[src/rtl/data_mem_ctrl_pkg.sv]
// Shared definitions for the data memory controller: default widths,
// memory depth and the controller state encoding.
package data_mem_ctrl_pkg;

    localparam int DEF_DATA_W = 16;
    localparam int DEF_ADDR_W = 3;
    localparam int DEF_LEN_W  = 3;
    localparam int MEM_DEPTH  = 1 << DEF_ADDR_W;

    typedef enum logic [2:0] {
        IDLE     = 3'd0,
        WR_WAIT  = 3'd1,
        WR_DRIVE = 3'd2,
        RD_DRIVE = 3'd3,
        RD_HOLD  = 3'd4,
        DONE     = 3'd5
    } state_t;

endpackage

[src/rtl/data_mem_ctrl.sv]
// Initiator-side controller for the 8x16 data memory. Accepts single or
// burst load/store requests, sequences one memory strobe per word and
// returns load data on a registered valid/ready stream.
//
// Handshakes: a transfer happens on a rising edge where valid and ready
// are both high. req_ready, wr_ready and rd_valid are decoded from state
// only, so a producer may hold valid high for as long as it likes and a
// consumer may hold ready low indefinitely; nothing times out.
module data_mem_ctrl
    import data_mem_ctrl_pkg::*;
#(
    parameter int DATA_W = DEF_DATA_W,
    parameter int ADDR_W = DEF_ADDR_W,
    parameter int LEN_W  = DEF_LEN_W
) (
    input  logic              clk,
    input  logic              rst,
    input  logic              req_valid,
    output logic              req_ready,
    input  logic              req_write,
    input  logic [ADDR_W-1:0] req_addr,
    input  logic [LEN_W-1:0]  req_len,
    input  logic              wr_valid,
    output logic              wr_ready,
    input  logic [DATA_W-1:0] wr_data,
    output logic              rd_valid,
    input  logic              rd_ready,
    output logic [DATA_W-1:0] rd_data,
    output logic              busy,
    output logic              done,
    output logic              sig_mem_write,
    output logic              sig_mem_read,
    output logic [ADDR_W-1:0] mem_addr,
    output logic [DATA_W-1:0] mem_write_data,
    input  logic [DATA_W-1:0] mem_read_data,
    output logic [2:0]        dbg_state
);

    state_t              r_state;
    state_t              w_next_state;
    logic [ADDR_W-1:0]   r_cur_addr;
    logic [LEN_W-1:0]    r_count;
    logic [DATA_W-1:0]   r_wdata;
    logic [DATA_W-1:0]   r_rd_data;
    logic                w_last;

    // Last word of the burst when the remaining-count register hits zero.
    assign w_last = (r_count == '0);

    // State register; reset aborts any burst in flight.
    always_ff @(posedge clk) begin
        if (rst) begin
            r_state <= IDLE;
        end else begin
            r_state <= w_next_state;
        end
    end

    // Next-state decode.
    always_comb begin
        w_next_state = r_state;
        case (r_state)
            IDLE:     if (req_valid) w_next_state = req_write ? WR_WAIT : RD_DRIVE;
            WR_WAIT:  if (wr_valid)  w_next_state = WR_DRIVE;
            WR_DRIVE: w_next_state = w_last ? DONE : WR_WAIT;
            RD_DRIVE: w_next_state = RD_HOLD;
            RD_HOLD:  if (rd_ready)  w_next_state = w_last ? DONE : RD_DRIVE;
            DONE:     w_next_state = IDLE;
            default:  w_next_state = IDLE;
        endcase
    end

    // Address/count, store-data and load-data registers; the address wraps
    // naturally at ADDR_W bits, so bursts past the top restart at word 0.
    always_ff @(posedge clk) begin
        if (rst) begin
            r_cur_addr <= '0;
            r_count    <= '0;
            r_wdata    <= '0;
            r_rd_data  <= '0;
        end else begin
            case (r_state)
                IDLE: begin
                    if (req_valid) begin
                        r_cur_addr <= req_addr;
                        r_count    <= req_len;
                    end
                end
                WR_WAIT: begin
                    if (wr_valid) r_wdata <= wr_data;
                end
                WR_DRIVE: begin
                    if (!w_last) begin
                        r_cur_addr <= r_cur_addr + ADDR_W'(1);
                        r_count    <= r_count - LEN_W'(1);
                    end
                end
                RD_DRIVE: begin
                    r_rd_data <= mem_read_data;
                end
                RD_HOLD: begin
                    if (rd_ready && !w_last) begin
                        r_cur_addr <= r_cur_addr + ADDR_W'(1);
                        r_count    <= r_count - LEN_W'(1);
                    end
                end
                default: begin
                end
            endcase
        end
    end

    // Moore output decode: strobes and handshake flags depend on state only,
    // apart from req_ready which is also held low while reset is asserted.
    always_comb begin
        req_ready     = 1'b0;
        wr_ready      = 1'b0;
        rd_valid      = 1'b0;
        done          = 1'b0;
        sig_mem_write = 1'b0;
        sig_mem_read  = 1'b0;
        busy          = (r_state != IDLE);
        case (r_state)
            IDLE:     req_ready     = !rst;
            WR_WAIT:  wr_ready      = 1'b1;
            WR_DRIVE: sig_mem_write = 1'b1;
            RD_DRIVE: sig_mem_read  = 1'b1;
            RD_HOLD:  rd_valid      = 1'b1;
            DONE:     done          = 1'b1;
            default: begin
            end
        endcase
    end

    assign mem_addr       = r_cur_addr;
    assign mem_write_data = r_wdata;
    assign rd_data        = r_rd_data;
    assign dbg_state      = r_state;

endmodule

[config.mk]
export PLATFORM = sky130hd
export DESIGN_NAME = data_mem_ctrl
export DESIGN_NICKNAME = d
export VERILOG_FILES = /design/src/rtl/data_mem_ctrl_pkg.sv /design/src/rtl/data_mem_ctrl.sv
export SDC_FILE = /design/constraint.sdc
export NUM_CORES = 1
export LEC_CHECK = 0
export BUFFER_PORTS_ARGS = -buffer_cell sky130_fd_sc_hd__buf_2
export CELL_PAD_IN_SITES_DETAIL_PLACEMENT = 0
export CELL_PAD_IN_SITES_GLOBAL_PLACEMENT = 1
export CORE_MARGIN = 2
export CORE_UTILIZATION = 34
export CTS_CLUSTER_SIZE = 12
export DETAILED_ROUTE_END_ITERATION = 10
export PLACE_DENSITY = 0.88
export SYNTH_ARGS = -nofsm -noshare
export SYNTH_HDL_FRONTEND = slang
export SYNTH_SLANG_ARGS = --single-unit
[constraint.sdc]
create_clock -name clk -period 3.39 [get_ports clk]
set_input_delay 0.5085 -clock clk [delete_from_list [all_inputs] [get_ports clk]]
set_output_delay 0.5085 -clock clk [all_outputs]
set_load 0.005 [all_outputs]
After elaboration in Yosys (flattened, before gate mapping)
Cells that the tools add are included.

operators by class
  eq/ne operators = 10
  reductions and logical operators = 10
  add/sub/neg operators = 2
  muxes and demuxes = 21

operators by type and width
  kind                                                                   number
  3-bit 2-to-1 mux                                                       11
  3-bit one-hot mux with 3 select lines                                  2
  3-bit one-hot mux with 5 select lines                                  1
  2-bit != test, second input constant                                   5
  3-bit by 2-bit equality test with 1-bit output, second input constant  2
  3-bit equality test, second input constant                             2
  3-bit logical NOT                                                      2
  1-bit 2-to-1 mux                                                       6
  3-bit nonzero test                                                     2
  4-bit AND reduction                                                    1
  3-bit by 1-bit adder with 3-bit output, second input constant          1
  3-bit by 1-bit equality test with 1-bit output, second input constant  1
  3-bit AND reduction                                                    1
  3-bit by 1-bit subtractor with 3-bit output, second input constant     1
  1-bit logical NOT                                                      2
  2-bit 2-to-1 mux                                                       1
  2-bit AND reduction                                                    1
  1-bit logical AND                                                      1

word-level totals
  flip-flop bits (word level) = 41
  word-level logic and storage cells = 48
  output and inout port bits = 45

Longest topological paths before layout
  word-level depth = 5
  mapped depth = 8
  mapped depth without buffers = 6

Worst setup path after synthesis
No wires, ideal clock.

  kind = register to output
  start = reg r_state[2] (netlist: dbg_state[2])
  end = out sig_mem_read
  slack = 1.657 ns
  arrival = 1.224 ns
  stages on the path, launching flop included = 7
  path through = dfxtp_1 buf_4 nand2b_1 or2_1 buf_2 inv_2 buf_6

between the ends
  word-level cells in the longest chain between the ends = 2

RTL lines
  item                                            RTL line              source
  start: declaration                              data_mem_ctrl.sv:39   state_t r_state;
  start signal: assignment                        data_mem_ctrl.sv:55   r_state <= w_next_state;
  3-bit by 2-bit equality test with 1-bit output  data_mem_ctrl.sv:123  case (r_state)
  1-bit 2-to-1 mux                                data_mem_ctrl.sv:123
  end: declaration                                data_mem_ctrl.sv:32   output logic sig_mem_read,

No other way between the ends.

Worst setup path in the final report
  start = reg r_state[0] (netlist: dbg_state[0])
  end = out sig_mem_read

The elaborated chain is that of the path after synthesis.

==> results.cfg <==
[setup_path]
slowest_stage = dfxtp_1
worstSetupStartpointType = register
arrival_ns = 2.12
r2r_slack_ns = 1.38
critPathKind = register to primary output
crit_buf_inv = 3
crit_chain = inv_1 > or2_1 > inv_2 > buf_2
r2r_cells = 4
cp_data_required_time_ns = 2.88
crit_family = buffers and inverters
rr_startpoint = dbg_state[2]
slowest_delay_ns = 0.66
crit_fanout = 17
reg2reg_to = mem_addr[2]
cp-end-kind = primary output

[clock_tree]
postCtsSetupRepairBufs = 0
cts_root_buf = clkbuf_8
hold_buffers = 0
cts_tree = yes
clk_path_buf_depth = 2
ctsResizeCount = 0
cts_max_level = 2
clk_latency_ns = 0.29
cts_buffers = 5
path_clk_slew_ns = 0.08
clock-sinks = 41

[placed_design]
portBuffers = 88
routabilityCongestion = 0.812
hpwl_um = 3100

[yosys]
synth_cell_types = 31
synth_area_um2 = 1770
synthesis.nets = 265
async_flop_share_pct = 0
yosysWarnings = 0
synth_edf_count = 0
syn_area_per_cell_um2 = 8.12
yosysSeqAreaShare_pct = 46.4
synthCells = 218
ys_ff_latch = 41
synth_ff_type = dfxtp_1

[worst_hold_path]
whs_endpoint = mem_write_data[12]
hp-start = wr_data[12]
min_path_type = input pin to register
min_path_cells = 3

[grt]
grt_max_degree = 42
antenna_found_initial = 0
grt-ovfl-total = 0
grt_use_total_pct = 15.4
grt_pass1_wl_um = 7400
grt_pass1_vias = 1677

[run_status]
status = finished clean

[job]
cap_violations = 0

[power]
vdd_drop_max_v = 0.000234
powerDensity_nw_per_um2 = 513
p_leak_uw = 0.00105

[floorplanning]
core_area_um2 = 5070
die_w_um = 76.1
die_h_um = 76.1
ios = 89
initial_utilization_pct = 34.9
dieArea_um2 = 5800
core.rowCount = 26

[routing]
drt_first_pass_iters = 4
num_vias = 1711
wire_per_inst_um = 11.8
drc = 0
viasPerCell = 4.64
wl_um = 4350
ant_nets = 0
drtIter0Drc = 53

[timing]
tightest_slew_ns = 0.688
min_period_ns = 2.62
rsz0062_at_grt = no
max_freq_mhz = 381
maxSlewViolCount = 0
finClkSkew_ns = 0.00574
tns_ns = 0
slew_headroom_pct = 54.2
hold_violations = 0
setup_violations = 0
fin_crit_sh_pct = 77.4

[final_layout]
diodes = 0
final_core_util_pct = 45.7
synthToLayoutAreaGrowth_pct = 31.1
final_nets = 346
drive_gt1_share_pct = 35.5
per-stage QoR:
step	area (um2)	total power (uW)	hold WS, ns	instances	worst slack [ns]
4_1_cts	2320	1210	0.432	369	0.709
3_5_place_dp	2220	823	0.445	362	1.06
2_1_floorplan	1770	741	0.453	218	1.66
3_3_place_gp	2220	818	0.439	362	1.10
6_report	2320	1190	0.444	369	0.766
5_1_grt	2320	1260	0.444	369	0.575
routing by layer:
| metal | GRT usage (%) | routed length, um | vias up |
|---|---|---|---|
| li1 | - | - | 874 |
| met1 | 17.9 | 1920 | 769 |
| met2 | 25.7 | 1960 | 63 |
| met3 | 5.81 | 410 | 5 |
| met4 | 6.00 | 60 | 0 |
| met5 | 0 | 0 | - |
final cells by class:
cell class	count	area [um2]
clock buffer	5	68.8
clock inverter	2	35.0
fill	541	2760
inverter	4	15.0
multi-input combinational	158	845
sequential	41	821
tap	70	87.6
timing repair buffer	89	448
tightest hold or removal path, stage by stage:
cell	delay (ns)
buf_2	0.09
nand2_1	0.04
a21oi_1	0.05
sequential cells by signal, indices dropped and copies added (netlist names):
signal and flops:
mem_addr 3, r_count 3, mem_write_data 16, dbg_state 3
rd_data 16
cell usage in the layout (no fill, tap or decap), types with 2 or more instances in the layout:
cell type  synthesis  layout
nand2_1           72      72
mux2i_1            5       5
clkbuf_8           0       5
nor2b_1            2       2
buf_2              5      88
a21oi_1           39      39
nor2_1            10      10
inv_1              3       3
nor3_1             5       5
a2111oi_2          2       2
nand2b_1           3       3
nand3_1            2       2
nor2_2             2       2
dfxtp_1           41      41
ha_1               3       3
power breakdown:
part           leakage [uW]  internal (uW)  switching [uW]
Combinational      0.000663            117             141
Sequential         0.000333            516            35.1
Clock             0.0000540            214             168
Total               0.00105            847             344
logic make-up (layout without fill, tap and decap cells):
group	count (synthesis)	after routing	synth area share, %
AO/OA/AOI/OAI	46	46	17.4
XOR/XNOR	2	2	0.990
adder cells (fa/ha/maj)	3	3	2.12
buffers and inverters	19	100	5.87
flip-flops	41	41	46.4
multiplexers	5	5	2.83
AND/OR/NAND/NOR	102	102	24.4
cells in the mapped netlist (all sizes together) (2+ instances only):
| master | count | area, um2 |
|---|---|---|
| dfxtp | 41 | 821 |
| inv | 4 | 15.0 |
| nand2 | 72 | 270 |
| nor2 | 12 | 50.1 |
| nor2b | 2 | 12.5 |
| nor3 | 5 | 25.0 |
| a21oi | 39 | 195 |
| a2111oi | 2 | 30.0 |
| buf | 9 | 66.3 |
| nand3 | 2 | 10.0 |
| nand2b | 3 | 18.8 |
| ha | 3 | 37.5 |
| mux2i | 5 | 50.1 |
| clkbuf | 6 | 22.5 |
worst max path at each step:
stage            startpoint            to  slack, ns  depth (start not counted)
4_1_cts        dbg_state[0]  sig_mem_read       0.71                          4
6_report       dbg_state[0]  sig_mem_read       0.77                          4
3_3_place_gp   dbg_state[0]  sig_mem_read       1.10                          4
3_5_place_dp   dbg_state[0]  sig_mem_read       1.06                          4
5_1_grt        dbg_state[0]  sig_mem_read       0.57                          4
2_1_floorplan  dbg_state[2]  sig_mem_read       1.66                          6
Power figures use the tool's default switching activity.
